--- config.mk ---
export PLATFORM = sky130hd
export DESIGN_NAME = keypad_emulator
export DESIGN_NICKNAME = d
export VERILOG_FILES = /design/src/rtl/keypad_emulator.sv
export SDC_FILE = /design/constraint.sdc
export NUM_CORES = 1
export LEC_CHECK = 0
export ABC_AREA = 1
export BUFFER_PORTS_ARGS = -buffer_cell sky130_fd_sc_hd__clkbuf_2
export CAP_MARGIN = 20
export CORE_UTILIZATION = 25
export DETAILED_ROUTE_END_ITERATION = 8
export GPL_ROUTABILITY_DRIVEN = 0
export HOLD_SLACK_MARGIN = 0.03
export SLEW_MARGIN = 20
export SYNTH_ARGS = -nofsm -noshare
export SYNTH_HDL_FRONTEND = slang
export SYNTH_SLANG_ARGS = --single-unit
--- constraint.sdc ---
create_clock -name clk -period 2.6 [get_ports clk]
set_input_delay 0.13 -clock clk [delete_from_list [all_inputs] [get_ports clk]]
set_output_delay 0.13 -clock clk [all_outputs]
set_load 0.03 [all_outputs]
--- src/rtl/keypad_emulator.sv ---
// Passive 4x4 matrix-keypad emulator: queues key codes and presses each one for a timed interval.
// Optional contact bounce at press start is enabled with `define KEYEMU_BOUNCE_EN.
module keypad_emulator #(
  parameter int FIFO_DEPTH     = 8,
  parameter int PRESS_CYCLES   = 50,
  parameter int RELEASE_CYCLES = 50,
  parameter int BOUNCE_CYCLES  = 8
) (
  input  logic                              clk,
  input  logic                              rst,
  input  logic [3:0]                        lin,
  output logic [3:0]                        col,
  input  logic [3:0]                        key_in,
  input  logic                              key_valid,
  output logic                              key_ready,
  input  logic                              flush,
  output logic                              pressing,
  output logic                              busy,
  output logic [$clog2(FIFO_DEPTH+1)-1:0]   key_count,
  output logic [3:0]                        cur_key
);

  localparam int AW   = $clog2(FIFO_DEPTH);
  localparam int KW   = $clog2(FIFO_DEPTH+1);
  localparam int MAXC = (PRESS_CYCLES > RELEASE_CYCLES) ? PRESS_CYCLES : RELEASE_CYCLES;
  localparam int CW   = $clog2(MAXC+1);

  typedef enum logic [1:0] {S_IDLE, S_PRESS, S_RELEASE} state_t;

  state_t          state;
  logic [CW-1:0]   cnt;
  logic [3:0]      mem [FIFO_DEPTH];
  logic [AW-1:0]   wr_ptr, rd_ptr;
  logic [KW-1:0]   count;
  logic            push, pop;
  logic            next_contact;

  assign key_ready = rst && (count < KW'(FIFO_DEPTH));
  assign push      = key_valid && key_ready && !flush;
  assign pop       = (state == S_IDLE) && (count != '0) && !flush;
  assign key_count = count;
  assign busy      = (state != S_IDLE) || (count != '0);

  // Only the row of the held key matters, so multiple driven rows never ghost.
  always_comb begin
    col = 4'hF;
    if (pressing && !lin[cur_key[3:2]])
      col[cur_key[1:0]] = 1'b0;
  end

`ifdef KEYEMU_BOUNCE_EN
  logic [CW-1:0] offset;
  // Press offset of the next cycle; contact is open on odd offsets inside the bounce window.
  assign offset       = CW'(PRESS_CYCLES) - cnt;
  assign next_contact = (offset >= CW'(BOUNCE_CYCLES)) || !offset[0];
`else
  assign next_contact = 1'b1;
`endif

  always_ff @(posedge clk) begin
    if (push)
      mem[wr_ptr] <= key_in;
  end

  always_ff @(posedge clk) begin
    if (!rst) begin
      wr_ptr <= '0;
      rd_ptr <= '0;
      count  <= '0;
    end else if (flush) begin
      wr_ptr <= '0;
      rd_ptr <= '0;
      count  <= '0;
    end else begin
      if (push) wr_ptr <= wr_ptr + 1'b1;
      if (pop)  rd_ptr <= rd_ptr + 1'b1;
      if (push && !pop)      count <= count + 1'b1;
      else if (pop && !push) count <= count - 1'b1;
    end
  end

  always_ff @(posedge clk) begin
    if (!rst) begin
      state    <= S_IDLE;
      cnt      <= '0;
      cur_key  <= '0;
      pressing <= 1'b0;
    end else begin
      case (state)
        S_IDLE: begin
          if (pop) begin
            cur_key  <= mem[rd_ptr];
            cnt      <= CW'(PRESS_CYCLES-1);
            state    <= S_PRESS;
            pressing <= 1'b1;
          end else begin
            cur_key  <= '0;
          end
        end
        S_PRESS: begin
          if (flush || cnt == '0) begin
            state    <= S_RELEASE;
            cnt      <= CW'(RELEASE_CYCLES-1);
            pressing <= 1'b0;
          end else begin
            cnt      <= cnt - 1'b1;
            pressing <= next_contact;
          end
        end
        S_RELEASE: begin
          if (cnt == '0) begin
            state   <= S_IDLE;
            cur_key <= '0;
          end else begin
            cnt <= cnt - 1'b1;
          end
        end
        default: begin
          state    <= S_IDLE;
          pressing <= 1'b0;
        end
      endcase
    end
  end

endmodule
==> impl_metrics.ini <==
[synthesis]
synth-xor-area-share_pct = 0.9329
ys_top_cells_by_area = edfxtp_1 (34%), dfxtp_1 (18%), nor2_1 (8.3%), nand2_1 (6.3%), ha_1 (5.3%)
synth_top_family_by_area = simple AND/OR/NAND/NOR gates
ys.flop_type = edfxtp_1
synth.distinct_cells = 31
yosys.area.top_type_share_pct = 34.12
syn_inst = 315
async_flop_share_pct = 0
yosysWarnings = 0
synth_area_per_cell_um2 = 8.941
seq_area_frac_synth_pct = 52.60
syn_nets = 340
synth_area_mm2 = 0.002816
synthMuxAreaShare_pct = 0
synth_edf_count = 32
synth-compound-area-share_pct = 10.08
yosys.area_share.simple_pct = 24.83
synth_fa_ha_area_share_pct = 6.042
yosys.area.top_type = edfxtp_1
ys_seq_elements = 58

[clock_tree]
cts_buffers = 9
clk_path_buf_depth = 2
path_clk_slew_ns = 0.07
cts.sinks = 58
cts-root-buf = clkbuf_8
cts-resized-gates = 0
h-tree-depth = 3
cts_hold_buf = 0
post_cts_buffers = 0
clk_latency_ns = 0.34
cts_tree = built

[layout]
drive_above_1_share_pct = 17.33
nets = 372
n_antenna_cell = 0
area_delta_synth_final_pct = 17.50
final_util_pct = 30.40
final_cell_mix = nor2_1 (62), nand2_1 (47), edfxtp_1 (32)
mostFrequentLayoutCell = nor2_1

[floorplanning]
fp.dieW_um = 108.1
die_h_um = 108.1
start_util_pct = 25.87
dieArea_mm2 = 0.01169
core_mm2 = 0.01089
pin_count = 27
rows = 38

[detailed_routing]
drt_iter0_markers = 89
drcViolationCount = 0
viasPerCell = 4.354
wire_per_inst_um = 11.52
drt_wl_total_mm = 5.669
wl_met1_mm = 2.736
num_vias = 2142
first_pass_iters = 4
wl_met2_mm = 2.473
ant_nets = 0
wl_met3_um = 344
top_layer = met4

[hold_path]
min_from = key_in[0]
hold_path_class = in -> reg
min_to = mem[4][0]$_DFFE_PP_
hold_depth = 1

[setup_path]
path_buf_inv = 2
critPathRequiredTime_ns = 2.87
reg2reg_to = key_count[3]$_SDFFE_PP0P_
crit_top_cell = ha_1
crit_path_max_fanout = 7
arrival_ns = 2.52
setup.worst_path.start_class = flop
r2r-start = state[0]$_SDFFE_PN0P_
crit_type = reg -> reg
rr_worst_depth = 11
max_stage_delay_ns = 0.33
rrSetupSlack_ns = 0.35
slowest_stage = dfxtp_1
cp_top_family = adder cells
endpoint_kind = flop
cp_cell_sequence = inv_1, ha_1, nand3_2, ha_1, inv_1, ha_1, a21oi_1, and2_1, xor2_1, nand2_1, a21oi_1

[timing]
min_period_ns = 2.250
rsz0062_at_grt = no
finalCritPeriodShare_pct = 86.53
hold_violations = 0
hold_slack_ns = 0.09168
worst-slew-pin-transition_ns = 0.7690
setup-tns-final_ns = 0
clock_skew_ns = 0.01221
setup-violations-final = 0
max_slew_margin_pct = 48.34
finalMaxSlewViolations = 0
max_freq_mhz = 444.5

[job]
cap_violations = 0

[outcome]
outcome = complete, no violations

[global_route]
grt_max_degree = 18
grt_pass1_wl_mm = 9.183
antenna_found_initial = 0
gr-usage-all-layers_pct = 10.58
grt_pass1_vias = 1991
grt-ovfl-total = 0

[power_and_ir_drop]
power_density_mw_per_mm2 = 830.7
leakagePower_nw = 1.310
worst_ir_drop_vdd_mv = 0.2624

[place]
numPortBuffers = 26
place.detailed.hpwl_mm = 4.222
[cell type report]
type | count | area (µm²)
fillers | 1115 | 7579
flip-flops and latches | 58 | 1481
multi-input cells | 220 | 1180
well taps | 140 | 175.2
repair buffers | 26 | 130.1
inverters | 32 | 125.1
clock buffers | 9 | 123.9
clock inverters | 7 | 93.84
[sequential cells by signal, summed over array words and instances (netlist names), named ones only]
register and cells:
cnt 6, wr_ptr 3, cur_key 4, state 2, pressing 1, rd_ptr 3, key_count 4, mem 32
[layer usage]
layer  vias to the layer above  global-route usage, %
li1                       1113                      -
met1                       970                  13.28
met2                        47                  16.11
met3                        12                  3.858
met4                         0                  4.892
met5                         -                      0
[where the power goes]
part / total, W / switching (W) / internal (W)
clock: 0.000907 / 0.000371 / 0.000537
combinational: 0.000733 / 0.000478 / 0.000255
sequential: 0.00111 / 0.0000757 / 0.00103
[kinds of logic after synthesis]
kind of cell	count (synthesis)
and+or+nand+nor	151
DFF	58
AOI/OAI and AO/OA	53
buffers and inverters	37
adders and majority gates	13
xor gates and xnor gates	3
[Yosys cell counts, types with 2 or more instances]
master and count:
buf_2 2, o21ai_0 27, edfxtp_1 32, nor2_1 62, o21ai_1 2, nand2_1 47, buf_4 2, nor2_2 3
nand3_2 2, inv_2 4, nand2_4 3, nand4_1 3, inv_1 26, xor2_1 3, inv_4 2, ha_1 12
nor2_8 2, a21oi_1 21, nand3_1 17, nor3_1 7, dfxtp_1 26
[how the worst max path moves through the flow]
stage          depth (start not counted)                 startpoint                         to  slack [ns]
4_1_cts                               11      state[0]$_SDFFE_PN0P_  key_count[3]$_SDFFE_PP0P_        0.32
3_3_place_gp                          11      state[0]$_SDFFE_PN0P_  key_count[3]$_SDFFE_PP0P_        0.45
2_1_floorplan                         11  key_count[3]$_SDFFE_PP0P_  key_count[3]$_SDFFE_PP0P_        0.51
5_1_grt                               11      state[0]$_SDFFE_PN0P_  key_count[3]$_SDFFE_PP0P_        0.15
6_report                              11      state[0]$_SDFFE_PN0P_  key_count[3]$_SDFFE_PP0P_        0.35
3_5_place_dp                          11      state[0]$_SDFFE_PN0P_  key_count[3]$_SDFFE_PP0P_        0.36
[per-stage QoR]
step	setup WS (ns)	total power, W	cells	cell area (µm²)
6_report	0.3503	0.002749	492	3309
3_5_place_dp	0.3570	0.001865	476	3092
4_1_cts	0.3235	0.002775	492	3309
5_1_grt	0.1530	0.002925	492	3309
2_1_floorplan	0.5086	0.001695	315	2816
3_3_place_gp	0.4459	0.001856	476	3092
No activity file was read; power rests on OpenSTA's default activity.
